## config.mk

```make
export PLATFORM = sky130hd
export DESIGN_NAME = video_in_buf_ctrl
export DESIGN_NICKNAME = d
export VERILOG_FILES = /design/src/rtl/video_in_buf_ctrl.sv
export SDC_FILE = /design/constraint.sdc
export NUM_CORES = 1
export LEC_CHECK = 0
export ABC_AREA = 1
export CAP_MARGIN = 20
export CORE_MARGIN = 2
export CORE_UTILIZATION = 40
export DETAILED_ROUTE_END_ITERATION = 8
export HOLD_SLACK_MARGIN = 0.08
export PLACE_DENSITY = 0.81
export SYNTH_ARGS = -nofsm -noshare
export SYNTH_HDL_FRONTEND = slang
export SYNTH_SLANG_ARGS = --single-unit
```

## constraint.sdc

```tcl
create_clock -name clk -period 4.1 [get_ports clk]
set_input_delay 0.82 -clock clk [delete_from_list [all_inputs] [get_ports clk]]
set_output_delay 0.82 -clock clk [all_outputs]
set_load 0.02 [all_outputs]
```

## src/rtl/video_in_buf_ctrl.sv

```systemverilog
// FIFO controller over an external dual-port RAM with a 2-entry prefetch output buffer.
// Optional synchronous flush port enabled by defining VIDEO_IN_BUF_FLUSH_EN.
module video_in_buf_ctrl #(
  parameter int ADDR_SIZE = 6,
  parameter int DATA_SIZE = 32
) (
  input  logic                   clk,
  input  logic                   reset,
`ifdef VIDEO_IN_BUF_FLUSH_EN
  input  logic                   flush,
`endif
  input  logic [DATA_SIZE-1:0]   in_data,
  input  logic                   in_valid,
  output logic                   in_ready,
  output logic [DATA_SIZE-1:0]   out_data,
  output logic                   out_valid,
  input  logic                   out_ready,
  output logic [ADDR_SIZE+1:0]   level,
  output logic [DATA_SIZE-1:0]   ram_data_in_A,
  output logic [ADDR_SIZE-1:0]   ram_addr_A,
  output logic                   ram_w_e_A,
  output logic [ADDR_SIZE-1:0]   ram_addr_B,
  input  logic [DATA_SIZE-1:0]   ram_data_out_B
);

  localparam int CNT_W = ADDR_SIZE + 1;
  localparam int LVL_W = ADDR_SIZE + 2;
  localparam logic [CNT_W-1:0]     DEPTH   = CNT_W'(2 ** ADDR_SIZE);
  localparam logic [CNT_W-1:0]     CNT_ONE = CNT_W'(1);
  localparam logic [ADDR_SIZE-1:0] PTR_ONE = ADDR_SIZE'(1);

  logic [ADDR_SIZE-1:0] wr_ptr;
  logic [ADDR_SIZE-1:0] rd_ptr;
  logic [ADDR_SIZE-1:0] last_addr_b;
  logic [CNT_W-1:0]     ram_count;
  logic                 fetch;
  logic [1:0]           obuf_count;
  logic                 obuf_head;
  logic [DATA_SIZE-1:0] obuf [2];

  logic       clr;
  logic       push;
  logic       pop;
  logic       issue;
  logic [2:0] occ;

`ifdef VIDEO_IN_BUF_FLUSH_EN
  assign clr = reset | flush;
`else
  assign clr = reset;
`endif

  assign in_ready      = ram_count < DEPTH;
  assign push          = in_valid & in_ready & ~clr;
  assign ram_w_e_A     = push;
  assign ram_addr_A    = wr_ptr;
  assign ram_data_in_A = in_data;

  assign out_valid = obuf_count != 2'd0;
  assign out_data  = obuf[obuf_head];
  assign pop       = out_valid & out_ready;

  // Prefetch only while the words already buffered or in flight, less this
  // cycle's pop, leave a free obuf slot for the returning read.
  assign occ   = {1'b0, obuf_count} + {2'b00, fetch};
  assign issue = (ram_count != '0) && (occ < (3'd2 + {2'b00, pop}));

  // RAM port B registers its address, so the read address is presented
  // combinationally in the issue cycle and held afterwards.
  assign ram_addr_B = issue ? rd_ptr : last_addr_b;

  assign level = LVL_W'(ram_count) + LVL_W'(fetch) + LVL_W'(obuf_count);

  always_ff @(posedge clk) begin
    if (clr) begin
      wr_ptr      <= '0;
      rd_ptr      <= '0;
      last_addr_b <= '0;
      ram_count   <= '0;
      fetch       <= 1'b0;
      obuf_count  <= 2'd0;
      obuf_head   <= 1'b0;
    end else begin
      if (push)
        wr_ptr <= wr_ptr + PTR_ONE;
      if (issue) begin
        rd_ptr      <= rd_ptr + PTR_ONE;
        last_addr_b <= rd_ptr;
      end
      case ({push, issue})
        2'b10:   ram_count <= ram_count + CNT_ONE;
        2'b01:   ram_count <= ram_count - CNT_ONE;
        default: ram_count <= ram_count;
      endcase
      fetch <= issue;
      if (pop)
        obuf_head <= ~obuf_head;
      obuf_count <= obuf_count + {1'b0, fetch} - {1'b0, pop};
    end
  end

  // Returning read lands at the tail; obuf holds at most one word whenever a
  // fetch returns, so the tail is the head slot or the one after it.
  always_ff @(posedge clk) begin
    if (fetch && !clr)
      obuf[obuf_head ^ obuf_count[0]] <= ram_data_out_B;
  end

endmodule

```

==> results of run 1 <==
worst max-delay path, stage by stage (launching register included):
cell,delay (ns)
dfxtp_1,0.41
inv_1,0.12
fa_1,0.42
inv_1,0.10
fa_1,0.21
nand3_1,0.14
nor3_1,0.21
xor2_1,0.19
clkdlybuf4s50_1,0.63
layout make-up:
| type | count | area [um^2] | share of cell area, % |
|---|---|---|---|
| tap | 140 | 175 | 3.26 |
| clock inverter | 7 | 73.8 | 1.37 |
| timing repair buffer | 94 | 931 | 17.3 |
| clock buffer | 9 | 124 | 2.30 |
| sequential | 94 | 2520 | 46.9 |
| multi-input combinational | 213 | 1380 | 25.7 |
| inverter | 45 | 170 | 3.16 |
per-layer routing:
layer | vias up | share of wire, % | GRT usage (%)
li1 | 1412 | - | -
met1 | 1364 | 43 | 17.1
met2 | 109 | 48 | 25.0
met3 | 28 | 7.1 | 2.95
met4 | 0 | 2.4 | 6.59
met5 | - | 0 | 0
logic make-up (layout without fill, tap and decap cells):
kind of cell    Yosys count  in the layout  synth area share (%)
fa+ha+maj                12             12                  3.78
simple gates            117            117                  12.0
mux                      32             32                  8.25
flops                    94             94                  57.8
xor+xnor                 14             14                  2.81
compound gates           38             38                  4.73
buf+inv                  86            155                  10.7
synth_stat cells, types with 3 or more instances:
library cell / instances / area (um^2)
mux2_2: 32 / 360
edfxtp_1: 64 / 1920
a21oi_1: 21 / 105
ha_1: 10 / 125
nor3_1: 6 / 30.0
nand2_2: 3 / 18.8
dfxtp_1: 30 / 601
xor2_1: 10 / 87.6
nor2_1: 26 / 97.6
o21ai_0: 11 / 55.1
nand3_1: 18 / 90.1
o21ai_2: 3 / 26.3
xnor2_1: 4 / 35.0
nor2_2: 3 / 18.8
and3_1: 3 / 18.8
buf_4: 32 / 240
buf_2: 3 / 15.0
nand2_1: 52 / 195
inv_2: 7 / 26.3
inv_1: 37 / 139
clkbuf_1: 4 / 15.0
flip-flops by register name, summed over array words and instances (netlist names), named ones only:
| signal | flops |
|---|---|
| ram_addr_A | 6 |
| rd_ptr | 6 |
| ram_count | 7 |
| obuf_count | 2 |
| obuf | 64 |
| last_addr_b | 6 |
| obuf_head | 1 |
| fetch | 1 |
per-stage QoR:
| stage | utilization, % | cell area (um^2) | hold slack [ns] |
|---|---|---|---|
| 3_3_place_gp | 48.2 | 5180 | 0.452 |
| 6_report | 50.1 | 5380 | 0.489 |
| 3_5_place_dp | 48.2 | 5180 | 0.478 |
| 4_1_cts | 50.1 | 5380 | 0.498 |
| 2_1_floorplan | - | 4370 | 0.455 |
| 5_1_grt | 50.1 | 5380 | 0.525 |
path summary, 6_finish.rpt:
check                     start             to  slack (ns)  depth (start not counted)
setup reg to reg  obuf_count[0]   ram_count[6]        1.26                         18
hold reg to reg   ram_addr_A[5]  ram_addr_A[5]        0.49                          2
hold / removal    ram_addr_A[5]  ram_addr_A[5]        0.49                          2
setup / recovery   ram_count[0]       level[6]        0.51                          8
power by group through the flow:
stage / sequential (uW) / combinational, uW / clock, uW
final: 1300 / 1960 / 592
after detailed placement: 1330 / 1950 / 0
after global routing: 1320 / 2150 / 656
after global placement: 1310 / 1910 / 0
after floorplan: 1310 / 1370 / 0
after CTS: 1300 / 1970 / 615
==> impl_metrics.py, run 1 <==
metrics = {
    "cells_and_area": {
        "area_growth_pct": 23.2,
        "drive_above_1_share_pct": 16.0,
        "diodes": 0,
        "layout_commonest_cell": "clkdlybuf4s50_1",
        "layout_common_cells": "90 x clkdlybuf4s50_1, 64 x edfxtp_1, 52 x nand2_1",
        "finalNonFillerCells": 602,
        "fill_cells": 966,
        "nets": 537,
    },
    "place": {
        "dp.cells": 586,
        "hpwl_um": 6120,
        "dp_slack_ns": 0.722,
        "gp_congestion": 0.885,
        "portBuffers": 90,
    },
    "clock_tree": {
        "ctsHoldBuffers": 0,
        "post_cts_buffers": 0,
        "clk_path_buf_depth": 2,
        "clock_latency_ns": 0.35,
        "cts_resized": 0,
        "clkTransAtPathRegs_ns": 0.10,
        "cts_root_buffer": "clkbuf_8",
        "htreeDepth": 3,
        "cts_tree": "built",
        "numCtsBuffers": 9,
        "cts_sinks": 94,
    },
    "power_and_ir_drop": {
        "pwr-share-comb_pct": 50.8,
        "p_per_area_nw_per_um2": 716,
        "clockPowerShare_pct": 15.4,
        "finalPower_uw": 3850,
        "netSwitchingFraction_pct": 41.1,
        "power_switching_uw": 1580,
        "peakVddDrop_uv": 405,
        "leakagePower_uw": 0.00211,
        "intPower_uw": 2270,
        "seqPwrFrac_pct": 33.8,
    },
    "run_status": {
        "status": "complete, no violations",
    },
    "critical_path": {
        "worstPathMaxFanout": 4,
        "arrival_ns": 2.77,
        "cp.required_ns": 3.28,
        "crit_path_start_kind": "flip-flop",
        "crit_path_end_kind": "output port",
        "critical_path_class": "flip-flop to output port",
    },
    "synthesis": {
        "synth_flop_cell": "edfxtp_1",
        "async_reset_ff_share_pct": 0,
        "postSynthAreaPerCell_um2": 11.1,
        "yosys.cell_types.count": 32,
        "synth_edf_count": 64,
        "synth_seq_cells": 94,
        "syn_nets": 473,
        "synth-seq-area-share_pct": 57.8,
        "syn-cell-area_um2": 4370,
        "syn-instance-count": 393,
        "yosys_warnings": 0,
    },
    "global_routing": {
        "antenna_found_initial": 0,
        "grt_pass1_vias": 2840,
        "grt_overflow_total": 0,
        "grt.total_usage_pct": 14.4,
        "grt_max_degree": 33,
        "grt_pass1_wl_um": 13200,
    },
    "floorplan": {
        "dieArea_um2": 11800,
        "die_h_um": 108,
        "initial_core_util_pct": 40.6,
        "coreArea_um2": 10700,
        "io_pins": 155,
        "fp-row-count": 38,
        "dieWidth_um": 108,
    },
    "sta": {
        "rsz0062_at_grt": "false",
        "fin_crit_ns": 3.59,
        "max_slew.worst_pin.slew_ns": 0.447,
        "setup_slack_ns": 0.508,
        "slew_headroom_pct": 70.2,
        "finalCritPeriodShare_pct": 87.6,
        "maxSlewViolCount": 0,
        "worst_clock_skew_ns": 0.00840,
        "max_freq_mhz": 278,
        "setup_viol": 0,
        "setup_tns_ns": 0,
        "timing_hold_violations_final": 0,
    },
    "drt": {
        "viasPerCell": 4.84,
        "antenna_left": 0,
        "via_count": 2913,
        "drc": 0,
        "finalWirelength_um": 8680,
        "drtIter0Drc": 106,
        "dr.pass1.iters": 4,
        "wl_per_cell_um": 14.4,
    },
    "run": {
        "drv_cap": 0,
    },
    "min_path": {
        "hold_class": "flip-flop to flip-flop",
    },
}
Note: power is estimated with default switching activity, not from simulation.
==> run 2, diff against run 1 <==
--- a/config.mk
+++ b/config.mk
@@ -12,6 +12,8 @@
 export DETAILED_ROUTE_END_ITERATION = 8
 export HOLD_SLACK_MARGIN = 0.08
 export PLACE_DENSITY = 0.81
+export SKIP_LAST_GASP = 1
+export SLEW_MARGIN = 20
 export SYNTH_ARGS = -nofsm -noshare
 export SYNTH_HDL_FRONTEND = slang
 export SYNTH_SLANG_ARGS = --single-unit
==> results of run 2 <==
Final layout, timing and power as in run 1 (identical DEF).
==> run 3, diff against run 2 <==
--- a/config.mk
+++ b/config.mk
@@ -7,8 +7,9 @@
 export LEC_CHECK = 0
 export ABC_AREA = 1
 export CAP_MARGIN = 20
-export CORE_MARGIN = 2
+export CORE_MARGIN = 5
 export CORE_UTILIZATION = 40
+export CTS_BUF_LIST = sky130_fd_sc_hd__clkbuf_4 sky130_fd_sc_hd__clkbuf_8 sky130_fd_sc_hd__clkbuf_16
 export DETAILED_ROUTE_END_ITERATION = 8
 export HOLD_SLACK_MARGIN = 0.08
 export PLACE_DENSITY = 0.81
==> run 3 against run 2 <==
Effect of this change:
- fmax decreased by 1.0%
- non-clock buffer count unchanged
- flip-flop and latch count unchanged
- wire length increased by 0.41%
- global-route usage decreased by 0.71 points
- cell count unchanged
- sequential power about the same
- clock power increased by 3%
- worst setup slack got worse by 0.037 ns
- worst hold slack got worse by 0.00087 ns
==> impl_metrics.py, run 3 (same netlist as run 1, synthesis figures left out) <==
metrics = {
    "sta": {
        "maxSlewViolCount": 0,
        "fin_crit_ns": 3.63,
        "timing_hold_violations_final": 0,
        "slew_headroom_pct": 70.4,
        "setup_slack_ns": 0.471,
        "setup_viol": 0,
        "setup_tns_ns": 0,
        "max_slew.worst_pin.slew_ns": 0.444,
        "finalCritPeriodShare_pct": 88.5,
        "rsz0062_at_grt": "false",
        "max_freq_mhz": 276,
        "worst_clock_skew_ns": 0.0122,
    },
    "power_and_ir_drop": {
        "leakagePower_uw": 0.00212,
        "p_per_area_nw_per_um2": 719,
        "peakVddDrop_uv": 390,
    },
    "place": {
        "portBuffers": 90,
        "gp_congestion": 0.936,
        "placed_area_um2": 5180,
        "dp_slack_ns": 0.625,
        "dp.cells": 586,
        "hpwl_um": 6120,
    },
    "cells_and_area": {
        "nets": 537,
        "drive_above_1_share_pct": 15.8,
        "layout_commonest_cell": "clkdlybuf4s50_1",
        "layout_common_cells": "90 x clkdlybuf4s50_1, 64 x edfxtp_1, 52 x nand2_1",
        "largest_reg_flops": 64,
        "fin_util_pct": 49.8,
        "finalNonFillerCells": 602,
        "area_growth_pct": 23.2,
        "design_area_um2": 5380,
        "fill_cells": 957,
        "diodes": 0,
    },
    "clock_tree": {
        "numCtsBuffers": 9,
        "clkTransAtPathRegs_ns": 0.09,
        "clk_path_buf_depth": 2,
        "ctsHoldBuffers": 0,
        "clock_latency_ns": 0.37,
        "cts_resized": 0,
        "cts_sinks": 94,
        "cts_tree": "built",
        "cts_root_buffer": "clkbuf_8",
        "htreeDepth": 3,
        "post_cts_buffers": 0,
    },
    "drt": {
        "antenna_left": 0,
        "finalWirelength_um": 8710,
        "drtIter0Drc": 158,
        "viasPerCell": 4.82,
        "wl_per_cell_um": 14.5,
        "drc": 0,
        "via_count": 2902,
        "dr.pass1.iters": 4,
    },
    "global_routing": {
        "grt_pass1_wl_um": 14200,
        "grt_pass1_vias": 2951,
        "grt.total_usage_pct": 13.7,
        "grt_overflow_total": 0,
        "grt_max_degree": 33,
        "antenna_found_initial": 0,
    },
    "floorplan": {
        "dieWidth_um": 114,
        "coreArea_um2": 10800,
        "io_pins": 155,
        "dieArea_um2": 13100,
        "die_h_um": 114,
        "initial_core_util_pct": 40.5,
        "fp-row-count": 38,
    },
    "critical_path": {
        "slowest_delay_ns": 0.63,
        "crit_path_end_kind": "output port",
        "cp.required_ns": 3.28,
        "crit_path_start_kind": "flip-flop",
        "critical_path_class": "flip-flop to output port",
        "crit_chain": "inv_1 > fa_1 > inv_1 > fa_1 > nand3_1 > nor3_1 > xor2_1 > clkdlybuf4s50_1",
        "worstPathMaxFanout": 4,
        "arrival_ns": 2.81,
        "cp_slowest_cell": "clkdlybuf4s50_1",
    },
    "run": {
        "drv_cap": 0,
    },
    "min_path": {
        "hold_class": "flip-flop to flip-flop",
    },
    "run_status": {
        "status": "complete, no violations",
    },
}
run 3: cell count changes in the layout (fill, tap and decap cells not counted):
cell / before / now
bufinv_16: 0 / 1
clkinv_1: 0 / 1
clkinv_2: 1 / 2
clkinv_8: 1 / 0
clkinvlp_4: 2 / 1
inv_6: 0 / 2
inv_8: 3 / 0
run 3: metrics by stage:
step	hold slack [ns]	total power, uW
2_1_floorplan	0.455	2680
3_3_place_gp	0.451	3220
3_5_place_dp	0.477	3280
4_1_cts	0.492	3910
5_1_grt	0.513	4170
6_report	0.488	3870
run 3: worst paths after layout:
kind | from | end | slack (ns) | depth (start not counted)
setup / recovery | ram_count[0] | level[6] | 0.47 | 8
hold / removal | ram_addr_A[5] | ram_addr_A[5] | 0.49 | 2
setup reg to reg | fetch | ram_count[6] | 1.22 | 18
hold reg to reg | ram_addr_A[5] | ram_addr_A[5] | 0.49 | 2
run 3: area by class of cell:
class / count / area (um^2) / share of cell area [%]
clock buffer: 9 / 124 / 2.30
inverter: 45 / 170 / 3.16
timing repair buffer: 94 / 931 / 17.3
clock inverter: 7 / 72.6 / 1.35
multi-input combinational: 213 / 1380 / 25.7
sequential: 94 / 2520 / 46.9
tap: 140 / 175 / 3.26
run 3: worst max-delay path: cells and delay by family, from the launching register on:
kind / cells / cell delay (ns)
flip-flops: 1 / 0.41
buffers and inverters: 3 / 0.85
adder cells (fa/ha/maj): 2 / 0.66
AND/OR/NAND/NOR: 2 / 0.35
XOR/XNOR: 1 / 0.18
run 3: per-layer routing:
metal	track usage, %	routed length [um]
met5	0	0
met4	4.99	143
met3	5.34	822
met2	22.7	4090
met1	16.1	3650
run 3: power breakdown:
group          leakage (uW)  total, uW  switching [uW]  internal [uW]
sequential         0.000830       1300            93.9           1210
clock             0.0000976        610             326            284
combinational       0.00119       1960            1140            824
